===== config.mk =====
export PLATFORM = sky130hd
export DESIGN_NAME = fetch_stage_flat
export DESIGN_NICKNAME = d
export VERILOG_FILES = /design/src/rtl/core_pkg.sv /design/src/rtl/fetch_stage_if.sv /design/src/rtl/fetch_pc_reg.sv /design/src/rtl/fetch_stage.sv /design/src/flat_wrapper.sv
export SDC_FILE = /design/constraint.sdc
export NUM_CORES = 1
export LEC_CHECK = 0
export BUFFER_PORTS_ARGS = -buffer_cell sky130_fd_sc_hd__buf_2
export CAP_MARGIN = 25
export CORE_ASPECT_RATIO = 2
export CORE_MARGIN = 1
export CORE_UTILIZATION = 55
export CTS_CLUSTER_DIAMETER = 40
export DETAILED_ROUTE_END_ITERATION = 10
export PLACE_DENSITY = 0.86
export SYNTH_ARGS = -nofsm -noshare
export SYNTH_HDL_FRONTEND = slang
export SYNTH_SLANG_ARGS = --single-unit

===== constraint.sdc =====
create_clock -name clk -period 6.2 [get_ports clk]
set_clock_uncertainty 0.2 [all_clocks]
set_input_delay 0.62 -clock clk [delete_from_list [all_inputs] [get_ports clk]]
set_output_delay 0.62 -clock clk [all_outputs]
set_load 0.02 [all_outputs]

===== src/rtl/core_pkg.sv =====
// Shared definitions for the core pipeline: PC increment, reset vector,
// instruction width and the fetch-stage edge action.
package core_pkg;

  localparam int unsigned PC_INC = 4;
  localparam int unsigned INST_W = 32;
  localparam logic [31:0] DEFAULT_RESET_PC = 32'h0000_0000;

  // What the fetch stage does on the next rising edge, highest priority first.
  typedef enum logic [1:0] {
    FETCH_REDIRECT,
    FETCH_ADVANCE,
    FETCH_HOLD
  } fetch_action_e;

endpackage


===== src/rtl/fetch_stage_if.sv =====
// Fetch-stage bus: instruction-memory port, execute redirect and the
// IF/ID valid/ready handshake towards decode.
interface fetch_stage_if #(
  parameter int unsigned PC_W = 32
);

  logic [PC_W-1:0] imem_pc;
  logic [PC_W-1:0] imem_inst;
  logic            br_taken;
  logic [PC_W-1:0] br_addr;
  logic            out_valid;
  logic            out_ready;
  logic [PC_W-1:0] out_pc;
  logic [PC_W-1:0] out_inst;
  logic [31:0]     fetch_count;

  // Seen from the fetch stage.
  modport master (
    output imem_pc,
    input  imem_inst,
    input  br_taken,
    input  br_addr,
    output out_valid,
    input  out_ready,
    output out_pc,
    output out_inst,
    output fetch_count
  );

  // Seen from memory, execute and decode.
  modport slave (
    input  imem_pc,
    output imem_inst,
    output br_taken,
    output br_addr,
    input  out_valid,
    output out_ready,
    input  out_pc,
    input  out_inst,
    input  fetch_count
  );

endinterface


===== src/rtl/fetch_pc_reg.sv =====
// Program counter: +4 sequencing, branch redirect with word alignment.
import core_pkg::*;

module fetch_pc_reg #(
  parameter int unsigned     PC_W     = 32,
  parameter logic [PC_W-1:0] RESET_PC = PC_W'(DEFAULT_RESET_PC)
) (
  input  logic            clk,
  input  logic            rst,
  input  logic            advance,
  input  logic            br_taken,
  input  logic [PC_W-1:0] br_addr,
  output logic [PC_W-1:0] pc
);

  // Clears the two byte-offset bits of a redirect target.
  localparam logic [PC_W-1:0] ALIGN_MASK = ~PC_W'(PC_INC - 1);

  logic [PC_W-1:0] pc_q;

  // Redirect beats sequential advance; otherwise the PC holds.
  always_ff @(posedge clk or posedge rst) begin
    if (rst) begin
      pc_q <= RESET_PC;
    end else if (br_taken) begin
      pc_q <= br_addr & ALIGN_MASK;
    end else if (advance) begin
      pc_q <= pc_q + PC_W'(PC_INC);
    end
  end

  assign pc = pc_q;

endmodule


===== src/rtl/fetch_stage.sv =====
// Instruction fetch stage: drives the instruction memory from the PC and
// presents each fetched word to decode through a one-entry IF/ID register.
import core_pkg::*;

module fetch_stage #(
  parameter int unsigned     PC_W     = 32,
  parameter logic [PC_W-1:0] RESET_PC = PC_W'(DEFAULT_RESET_PC)
) (
  input  logic         clk,
  input  logic         rst,
  fetch_stage_if.master bus
);

  logic [PC_W-1:0] pc;
  logic [PC_W-1:0] pc_next;
  logic            hold;
  logic            advance;
  fetch_action_e   action;

  logic            valid_q;
  logic [PC_W-1:0] out_pc_q;
  logic [PC_W-1:0] out_inst_q;
  logic [31:0]     count_q;

  // out_ready only reaches the PC through the advance enable, never imem_pc.
  assign hold    = valid_q && !bus.out_ready;
  assign advance = !hold;
  assign pc_next = pc + PC_W'(PC_INC);

  fetch_pc_reg #(
    .PC_W     (PC_W),
    .RESET_PC (RESET_PC)
  ) u_pc_reg (
    .clk      (clk),
    .rst      (rst),
    .advance  (advance),
    .br_taken (bus.br_taken),
    .br_addr  (bus.br_addr),
    .pc       (pc)
  );

  // Edge action: a redirect wins over both advance and hold.
  always_comb begin
    action = FETCH_ADVANCE;
    if (bus.br_taken) begin
      action = FETCH_REDIRECT;
    end else if (hold) begin
      action = FETCH_HOLD;
    end
  end

  // IF/ID register and fetch counter; payload keeps its last value when invalidated.
  always_ff @(posedge clk or posedge rst) begin
    if (rst) begin
      valid_q    <= 1'b0;
      out_pc_q   <= '0;
      out_inst_q <= '0;
      count_q    <= '0;
    end else begin
      case (action)
        FETCH_REDIRECT: valid_q <= 1'b0;
        FETCH_ADVANCE: begin
          valid_q    <= 1'b1;
          out_pc_q   <= pc_next;
          out_inst_q <= bus.imem_inst;
          count_q    <= count_q + 32'd1;
        end
        default: ;
      endcase
    end
  end

  assign bus.imem_pc     = pc;
  assign bus.out_valid   = valid_q;
  assign bus.out_pc      = out_pc_q;
  assign bus.out_inst    = out_inst_q;
  assign bus.fetch_count = count_q;

endmodule


===== src/flat_wrapper.sv =====
// flat-port wrapper written by rule: the top's interface ports become plain ports
module fetch_stage_flat 
#(
  parameter int unsigned     PC_W     = 32,
  parameter logic [PC_W-1:0] RESET_PC = PC_W'(DEFAULT_RESET_PC)
)
  (clk, rst, bus_imem_pc, bus_imem_inst, bus_br_taken, bus_br_addr, bus_out_valid, bus_out_ready, bus_out_pc, bus_out_inst, bus_fetch_count);
  fetch_stage_if #(.PC_W(PC_W)) bus_i ();
  input  logic clk;
  input  logic rst;
  output wire logic [$bits(bus_i.imem_pc)-1:0] bus_imem_pc;
  input wire logic [$bits(bus_i.imem_inst)-1:0] bus_imem_inst;
  input wire logic [$bits(bus_i.br_taken)-1:0] bus_br_taken;
  input wire logic [$bits(bus_i.br_addr)-1:0] bus_br_addr;
  output wire logic [$bits(bus_i.out_valid)-1:0] bus_out_valid;
  input wire logic [$bits(bus_i.out_ready)-1:0] bus_out_ready;
  output wire logic [$bits(bus_i.out_pc)-1:0] bus_out_pc;
  output wire logic [$bits(bus_i.out_inst)-1:0] bus_out_inst;
  output wire logic [$bits(bus_i.fetch_count)-1:0] bus_fetch_count;
  assign bus_imem_pc = bus_i.imem_pc;
  assign bus_i.imem_inst = bus_imem_inst;
  assign bus_i.br_taken = bus_br_taken;
  assign bus_i.br_addr = bus_br_addr;
  assign bus_out_valid = bus_i.out_valid;
  assign bus_i.out_ready = bus_out_ready;
  assign bus_out_pc = bus_i.out_pc;
  assign bus_out_inst = bus_i.out_inst;
  assign bus_fetch_count = bus_i.fetch_count;
  fetch_stage #(.PC_W(PC_W), .RESET_PC(RESET_PC)) u_core (.clk(clk), .rst(rst), .bus(bus_i));
endmodule

After elaboration in Yosys (flattened, before gate mapping)
Index checks and enable logic that the tools add are counted.
{"block": "word_totals", "n_memories": 0, "latch_bits": 0, "output_inout_bits": 129, "mem_bits_ro": 0, "regBits": 129, "word_cells": 18, "input_bits": 68, "ramBits": 0}
{"block": "op_classes", "bitwise_logic": 0, "mux": 5, "div": 0, "mul": 0, "n_shift": 0, "add_sub_neg": 2, "eq_ne": 2, "reduce_logical": 4, "magnitude_cmp": 0}
{"operator": "32-bit 2-to-1 mux", "n": 2}
{"operator": "32-bit by 1-bit adder with 32-bit output (second input constant)", "n": 1}
{"operator": "32-bit by 3-bit adder with 32-bit output (second input constant)", "n": 1}
{"operator": "2-bit 2-to-1 mux", "n": 2}
{"operator": "2-bit by 1-bit equality test with 1-bit output (second input constant)", "n": 1}
{"operator": "2-bit zero test", "n": 1}
{"operator": "2-bit inequality test (second input constant)", "n": 1}
{"operator": "1-bit one-hot mux with 2 select lines", "n": 1}
{"operator": "2-bit nonzero test", "n": 1}
{"operator": "1-bit logical AND", "n": 1}
{"operator": "1-bit zero test", "n": 1}

Longest topological paths before layout
Gate-level depths: netlist of run 1.
{"block": "logic_depth", "ltp_word": 6, "ltp_mapped": 7, "depth_no_buf": 5}

Modules after synthesis
From an unflattened synthesis of run 1, not the netlist that was laid out.
{"block": "hier_totals", "cells_unflattened": 565, "hier_area_um2": 6097.1}
{"module": "fetch_stage", "cells_per_inst": 368, "instances": 1, "seq_area_each_um2": 2427.3, "area_each_um2": 4309.1}
{"module": "fetch_pc_reg", "cells_per_inst": 197, "instances": 1, "seq_area_each_um2": 750.7, "area_each_um2": 1788.0}

Least setup slack after synthesis of run 1
Ideal clock, no wire load.
{"block": "synth_path", "path_kind": "register to register", "from": "reg u_core.u_pc_reg.pc_q[2] (netlist: u_core.u_pc_reg.pc[2])", "to": "reg u_core.out_pc_q[24] (netlist: u_core.bus.out_pc[24])", "synth_period_minus_slack_ns": 2.486, "path_buffers": 2, "arrival_ns": 2.152, "path_stages_with_launch": 8, "t_required_ns": 5.867, "path_slack_ns": 3.714, "setup_time_ns": 0.133, "cell_sequence": "dfrtp_1 > ha_1 > nand3_1 > or2_2 > clkbuf_1 > clkbuf_1 > o311ai_0 > nand3_1"}
{"block": "synth_via", "elab_chain_cells": 1}
{"element": "start: declaration", "line": "fetch_pc_reg.sv:19", "rtl": "logic [PC_W-1:0] pc_q;"}
{"element": "start signal: assignment", "line": "fetch_pc_reg.sv:26", "rtl": "pc_q <= br_addr & ALIGN_MASK;"}
{"element": "start signal: assignment", "line": "fetch_pc_reg.sv:28", "rtl": "pc_q <= pc_q + PC_W'(PC_INC);"}
{"element": "32-bit by 3-bit adder with 32-bit output", "line": "fetch_stage.sv:28", "rtl": "assign pc_next = pc + PC_W'(PC_INC);"}
{"element": "end signal: assignment", "line": "fetch_stage.sv:64", "rtl": "out_pc_q <= pc_next;"}
{"element": "end: declaration", "line": "fetch_stage.sv:21", "rtl": "logic [PC_W-1:0] out_pc_q;"}
Every way passes these cells.
A chain may end at the register's enable or synchronous reset.

Worst setup path after layout of run 1
{"block": "layout_path", "from": "in bus_br_taken", "to": "reg u_core.out_pc_q[7] (netlist: u_core.bus.out_pc[7])"}
{"block": "layout_via", "elab_chain_cells": 2}
{"element": "start: declaration", "line": "flat_wrapper.sv:13", "rtl": "input wire logic [$bits(bus_i.br_taken)-1:0] bus_br_taken;"}
{"element": "2-bit 2-to-1 mux", "line": "fetch_stage.sv:45", "rtl": "if (bus.br_taken) begin"}
{"element": "2-bit by 1-bit equality test with 1-bit output", "line": "fetch_stage.sv:60", "rtl": "case (action)"}
Every way passes these cells.

==> results of run 1 <==
[worst max-delay path, stage by stage]
cell	delay (ns)
buf_2	0.49
clkinv_1	0.96
nand2_2	0.62
buf_12	0.27
o21ai_0	0.12
[routing by layer]
layer / up-vias / track usage / part of all wire
met5: - / 0 / 0
met4: 0 / 0.1635 / 0.043
met3: 48 / 0.07439 / 0.062
met2: 249 / 0.4855 / 0.52
met1: 2665 / 0.3136 / 0.38
li1: 2632 / - / -
[final timing paths]
path | slack [ns] | cells after the start | endpoint | startpoint
max in group asynchronous | 4.73 | 4 | u_core.bus.out_inst[22]$_DFFE_PP0P_ | rst
min | 0.04 | 2 | u_core.bus.out_inst[27]$_DFFE_PP0P_ | rst
min in group clk | 0.20 | 3 | u_core.bus.out_inst[12]$_DFFE_PP0P_ | bus_imem_inst[12]
min reg2reg | 0.27 | 2 | u_core.bus.out_inst[28]$_DFFE_PP0P_ | u_core.bus.out_inst[28]$_DFFE_PP0P_
max reg2reg | 3.52 | 5 | u_core.u_pc_reg.pc[22]$_DFFE_PP0N_ | u_core.u_pc_reg.pc[2]$_DFFE_PP0N_
max | 3.17 | 5 | u_core.bus.out_pc[7]$_DFFE_PP0P_ | bus_br_taken
[cell type report]
cell class,instances,share of cell area
Clock buffer,18,0.05757
Clock inverter,14,0.01903
Inverter,8,0.004264
Multi-Input combinational cell,471,0.3492
Sequential cell,125,0.4100
Tap cell,137,0.02247
Timing Repair Buffer,198,0.1374
[sequential cells by signal (all words and copies together), names as in the netlist]
| register | cells |
|---|---|
| u_core.bus.fetch_count | 32 |
| u_core.bus.out_inst | 32 |
| u_core.u_pc_reg.pc | 30 |
| u_core.bus.out_valid | 1 |
| u_core.bus.out_pc | 30 |
[where the power goes]
part | switching, W | internal, W
sequential | 0.0000927 | 0.000910
clock | 0.000367 | 0.000600
combinational | 0.000294 | 0.000158
[logic make-up (layout without fill, tap and decap cells)]
family                     count (synthesis)  count (layout)  share of synthesized area
and+or+nand+nor                          321             321                     0.2593
buffers and inverters                     60             238                    0.04297
DFF                                      125             125                     0.5190
muxes                                      2               2                   0.003529
other                                      1               4                  0.0006222
AOI/OAI and AO/OA                         88              88                    0.09197
adders and majority gates                  2               2                   0.004151
xor gates and xnor gates                  54              54                    0.07847
[stage by stage]
| stage | instance area, sq um | hold slack [ns] | util | setup slack, ns | total power [W] |
|---|---|---|---|---|---|
| 2_1_floorplan | 6038 | 0.3823 | - | 2.052 | 0.001287 |
| 3_3_place_gp | 6969 | 0.2533 | 0.6568 | 2.413 | 0.001440 |
| 3_5_place_dp | 6982 | 0.2569 | 0.6580 | 2.387 | 0.001462 |
| 4_1_cts | 7566 | 0.05821 | 0.7131 | 2.793 | 0.002428 |
| 5_1_grt | 7629 | 0.08902 | 0.7190 | 2.930 | 0.002523 |
| 6_report | 7629 | 0.04497 | 0.7190 | 3.174 | 0.002422 |
[cell usage in the layout (no fill, tap or decap), drive strengths merged, types with 2 or more instances in the layout]
cell type / n
clkbuf: 18
o311ai: 2
nor2: 40
xnor2: 48
nor4: 9
conb: 4
ha: 2
inv: 8
dfrtp: 125
xor2: 6
or3: 9
or4b: 2
clkinv: 5
a31oi: 29
nand3: 22
and2: 3
o41ai: 2
and4: 8
bufinv: 2
nand4: 32
buf: 198
nor3: 9
o31ai: 22
nor2b: 2
clkinvlp: 7
or4: 27
o211ai: 2
o21ai: 30
nand2: 151
and3: 5
==> qor.csv, run 1 <==
stage;metric;value;unit
floorplan;core area;10610;sq um
cts;CTS root buffer;clkbuf_16;
critical_path;Critical Path RT;6.28;ns
final_layout;# nets final;891;
yosys;Syn Std Cell Area;6027;sq um
power;leakage power;3.548;nW
drt;routed len/inst;16.34;microns
grt;Tot GR Track Use;0.2820;
floorplan;height of the die;150.0;microns
sta;fin crit share;0.4881;
power;PD cells;317.5;nW/um^2
sta;Slew Viols, Final;0;
critical_path;CP arrival;3.11;ns
run;maxcap violations;0;
yosys;Yosys Warn Count;0;
cts;post-CTS setup buffers;0;
yosys;most used flip-flop cell after synthesis;dfrtp_1;
sta;FMAX;330.5;MHz
place;DP HPWL;11140;microns
grt;antenna violations before repair;0;
yosys;Synth Register Bits;125;
final_layout;Layout area overhead;26.57;%
drt;Final ANT Viol Nets;0;
critical_path;crit path kind;in2reg;
floorplan;# IOs;197;
final_layout;Reg area;3128;sq um
cts;clock sink count;125;
yosys;post-synthesis cell type count;38;
yosys;post-synth top area share;0.5190;
cts;CTS max path bufs;2;
yosys;asr flop ratio synth;1.000;
critical_path;Critical Path End Type;flip-flop;
final_layout;share of cells above drive strength 1;0.2854;
sta;setup TNS;0;ns
yosys;Yosys top cell by area;dfrtp_1;
floorplan;Cell Rows;53;
sta;RSZ-0062 raised after global routing;false;
cts;Clock Latency Late Sink;0.41;ns
final_layout;footprint of the multi-input gates;2664;sq um
grt;total gr overflow;0;
cts;hold_buf cts;0;
grt;number of global-route vias before repair;5327;
cts;# resized after CTS;0;
yosys;largest cells by area after synthesis;dfrtp_1, nand2_1, xnor2_1;
final_layout;Antenna Cells;0;
drt;vias per inst;5.761;
floorplan;Starting Density;0.5680;
critical_path;CP Max Fanout;49;
yosys;cells after synthesis;653;
cts;Clock Pin Slew Worst Setup and Hold Paths;0.06;ns
drt;DRC Markers;0;
run_status;outcome;finished clean;
drt;vias post-DR;5594;
power;Worst IR Drop VDD;0.2332;mV
drt;initial DRC count;481;
place;cell count after placement;936;
sta;final setup violation count;0;
grt;global-route wire length before repair;25320;microns
drt;final WL;15870;microns
cts;CTS Buf Count;17;
cts;H-tree levels;4;
grt;largest net degree at the start of global routing;85;
yosys;Post-synth top cells;nand2_1, dfrtp_1, xnor2_1;
floorplan;DIE AREA;11410;sq um
yosys;Post-synth EDFFs;0;
sta;fin crit period;3.026;ns
place;port buffer count;190;
floorplan;die extent in x;76.02;microns
cts;CTS tree;built;
final_layout;Layout Cells excl Fill;971;
sta;Worst-Margin Slew;0.9605;ns
critical_path;CP Launch Type;primary input;
yosys;most frequent cell after synthesis;nand2_1;
place;RD Place Congestion;0.8823;
drt;1st-pass router iterations;4;
final_layout;# fillers;779;
sta;Slew headroom;0.3557;
worst_hold_path;HP Class;in2async;
sta;Final Hold Fails;0;
yosys;sequential share of the synthesized area;0.5190;
yosys;Mapped Avg Cell Area;9.230;sq um
(Power assumes the default switching activity.)
==> run 2, diff against run 1 <==
Settings changed: ABC_AREA from default to 1, CORE_UTILIZATION 55 to 51, PLACE_DENSITY 0.86 to 0.8.
Clock period 6.2 ns to 2.8 ns, I/O delays scaled along.
==> run 2 against run 1 <==
  * Register-to-register slack got worse by 2.6 ns
  * Wire length rose by 18%
  * Sequential share of layout area fell by 4.1 points
  * Clock-buffer cell count fell by 1
  * Non-clock buffer count rose by 63
  * First-iteration DRC count fell by 31%
  * Clock power rose by 130%
  * Global-route usage rose by 3.0 points
  * Synthesized area rose by 1.8%
  * Core utilization rose by 0.56 points
  * Critical path type unchanged
  * Largest power group unchanged
==> qor.csv, run 2 <==
stage;metric;value;unit;change
grt;number of global-route vias before repair;6224;;+17%
yosys;Post-synth EDFFs;0;;unchanged
critical_path;worst reg2reg startpoint;u_core.u_pc_reg.pc[3]$_DFFE_PP0N_;;
power;sw frac;0.3203;;+0.009108
floorplan;Cell Rows;56;;+5.7%
grt;global-route wire length before repair;29240;microns;+16%
power;leakage power;4.501;nW;+27%
power;P_int;0.003854;W;+130%
grt;antenna violations before repair;1;;+1
yosys;cells after synthesis;787;;+21%
worst_hold_path;Hold Path End;u_core.u_pc_reg.pc[2]$_DFFE_PP0N_;;
yosys;most frequent cell after synthesis;nand2_1;;
critical_path;CP Launch Type;primary input;;
critical_path;CP max-delay cell;dlygate4sd3_1;;
drt;routed len/inst;15.59;microns;-4.6%
critical_path;worst reg2reg path endpoint;u_core.u_pc_reg.pc[30]$_DFFE_PP0N_;;
floorplan;die extent in x;79.58;microns;+4.7%
cts;CTS max path bufs;2;;unchanged
final_layout;Layout area overhead;38.12;%;
drt;DRC Markers;0;;unchanged
drt;initial DRC count;330;;-31%
cts;clock sink count;125;;unchanged
place;port buffer count;190;;unchanged
sta;Worst-Margin Slew;0.6435;ns;-0.3170 ns
drt;vias post-DR;6281;;+12%
yosys;most used flip-flop cell after synthesis;dfrtp_1;;
final_layout;Reg area;3128;sq um;unchanged
run;maxcap violations;0;;unchanged
cts;CTS root buffer;clkbuf_16;;
floorplan;height of the die;157.2;microns;+4.7%
place;DP HPWL;12750;microns;+14%
yosys;post-synth top area share;0.5096;;-0.009415
sta;setup TNS;0;ns;unchanged
critical_path;Crit path largest cell delay;0.56;ns;-0.40 ns
yosys;Yosys Warn Count;0;;unchanged
sta;RSZ-0062 raised after global routing;false;;
final_layout;Final Core Density;0.7246;;+0.005565
floorplan;DIE AREA;12510;sq um;+9.6%
final_layout;# fillers;881;;+13%
cts;Clock Latency Late Sink;0.41;ns;about the same
critical_path;CP arrival;2.15;ns;-0.96 ns
sta;fin crit share;0.7310;;
sta;Slew headroom;0.5710;;+0.2153
critical_path;Crit path top cell by count;nand2_1;;
place;pre-CTS setup slack;0.9018;ns;-1.485 ns
final_layout;commonest non-fill, non-tap cells in the layout;nand2_1, buf_2, dfrtp_1, nand3_1, dlygate4sd3_1;;
cts;H-tree levels;4;;unchanged
floorplan;core area;11700;sq um;+10%
worst_hold_path;hold path depth;4;;
worst_hold_path;HP Class;in2reg;;
yosys;largest cells by area after synthesis;dfrtp_1, nand2_1, nand3_1;;
yosys;Yosys top cell by area;dfrtp_1;;
drt;Final ANT Viol Nets;0;;unchanged
sta;final setup violation count;0;;unchanged
power;PD cells;668.8;nW/um^2;+110%
run_status;outcome;finished clean;;
power;combinational power share;0.208;;+0.021
cts;CTS tree;built;;
drt;1st-pass router iterations;4;;unchanged
final_layout;footprint of the multi-input gates;2656;sq um;-0.28%
sta;fin crit period;2.047;ns;
grt;largest net degree at the start of global routing;76;;-11%
critical_path;cells along the critical path;dlygate4sd3_1 -> buf_2 -> buf_4 -> a21oi_4 -> nand4_2 -> nor2_2 -> nand2_1 -> nand2_1 -> nand2_1;;
critical_path;FF-to-FF setup slack;0.93;ns;-2.59 ns
critical_path;crit path kind;in2reg;;
sta;Final Hold Fails;0;;unchanged
yosys;Mapped Avg Cell Area;7.800;sq um;-15%
grt;Tot GR Track Use;0.3122;;+0.03025
sta;final setup margin;0.7531;ns;-2.421 ns
sta;Slew Viols, Final;0;;unchanged
yosys;Post-synth top cells;nand2_1, dfrtp_1, nand3_1;;
drt;vias per inst;5.217;;-9.4%
power;clock power share;0.393;;-0.007
critical_path;reg2reg path depth;8;;+3
power;sw power;0.001816;W;+140%
floorplan;# IOs;197;;unchanged
critical_path;Critical Path End Type;flip-flop;;
place;RD Place Congestion;0.9828;;+11%
cts;CTS Buf Count;17;;unchanged
critical_path;Critical Path RT;2.90;ns;-3.38 ns
yosys;Synth Register Bits;125;;unchanged
yosys;sequential share of the synthesized area;0.5096;;-0.009415
power;Flop pwr share;0.399;;-0.015
critical_path;CP Max Fanout;31;;-37%
final_layout;most common cell after layout, fill and taps aside;nand2_1;;
yosys;post-synthesis cell type count;31;;-18%
cts;Clock Pin Slew Worst Setup and Hold Paths;0.06;ns;about the same
final_layout;# nets final;1116;;+25%
cts;# resized after CTS;0;;unchanged
yosys;Syn Std Cell Area;6138;sq um;+1.8%
floorplan;Starting Density;0.5246;;-0.04345
yosys;asr flop ratio synth;1.000;;unchanged
power;Worst IR Drop VDD;0.5624;mV;+140%
sta;FMAX;488.5;MHz;
grt;total gr overflow;0;;unchanged
drt;final WL;18770;microns;+18%
final_layout;share of cells above drive strength 1;0.2429;;-0.04246
worst_hold_path;HP Start;bus_out_ready;;
-- run 2: routing by layer --
metal | up-vias | GRT usage | part of all wire
li1 | 2976 | - | -
met1 | 2940 | 0.2905 | 0.33
met2 | 277 | 0.5731 | 0.55
met3 | 88 | 0.05855 | 0.047
met4 | 0 | 0.2476 | 0.074
met5 | - | 0 | 0
-- run 2: power groups by stage --
stage | clock network (W) | logic [W] | registers [W]
floorplan | 0 | 0.000416 | 0.00253
global placement | 0 | 0.00108 | 0.00227
detailed placement | 0 | 0.00110 | 0.00228
CTS | 0.00225 | 0.00118 | 0.00226
global route | 0.00233 | 0.00128 | 0.00229
finish | 0.00223 | 0.00118 | 0.00226
-- run 2: how the worst max path moves through the flow --
| stage | slack [ns] | end | start |
|---|---|---|---|
| 4_1_cts | 0.77 | u_core.bus.fetch_count[26]$_DFFE_PP0P_ | bus_br_taken |
| 3_3_place_gp | 0.92 | u_core.u_pc_reg.pc[10]$_DFFE_PP0N_ | bus_out_ready |
| 2_1_floorplan | 0.78 | u_core.bus.fetch_count[0]$_DFFE_PP0P_ | rst |
| 5_1_grt | 0.67 | u_core.bus.fetch_count[22]$_DFFE_PP0P_ | bus_br_taken |
| 3_5_place_dp | 0.90 | u_core.u_pc_reg.pc[10]$_DFFE_PP0N_ | bus_out_ready |
| 6_report | 0.75 | u_core.bus.fetch_count[26]$_DFFE_PP0P_ | bus_br_taken |
-- run 2: timing repair --
action / CTS / global route
setup buffers: 0 / 0
hold buffers: 64 / 0
endpoints found under the hold margin: 188 / 0
-- run 2: cell families after synthesis --
kind of cell,after synthesis,synth area share
simple gates,516,0.3581
flops,125,0.5096
buf+inv,88,0.05952
compound gates,36,0.04097
xor+xnor,19,0.02711
fa+ha+maj,2,0.004076
other cells,1,0.0006109
-- run 2: critical path, delay by kind of cell --
| family | cells | cell delay [ns] |
|---|---|---|
| AND/OR/NAND/NOR | 5 | 0.68 |
| AO/OA/AOI/OAI | 1 | 0.21 |
| buffers and inverters | 3 | 0.96 |
-- run 2: cell type report --
class	instances	share of cell area
Sequential cell	125	0.3689
Tap cell	145	0.02140
Multi-Input combinational cell	577	0.3133
Inverter	64	0.02893
Antenna cell	1	0.0002952
Clock inverter	14	0.02007
Timing Repair Buffer	261	0.1969
Clock buffer	17	0.05018
-- run 2: stage by stage --
stage / cells / area [sq um] / hold WS [ns] / total power, W
CTS: 1203 / 8476 / 0.04151 / 0.005687
detailed placement: 1108 / 7239 / 0.2416 / 0.003384
global route: 1204 / 8478 / 0.06150 / 0.005896
floorplan: 790 / 6153 / 0.1896 / 0.002945
global placement: 1108 / 7239 / 0.2272 / 0.003357
finish: 1204 / 8478 / 0.05018 / 0.005670
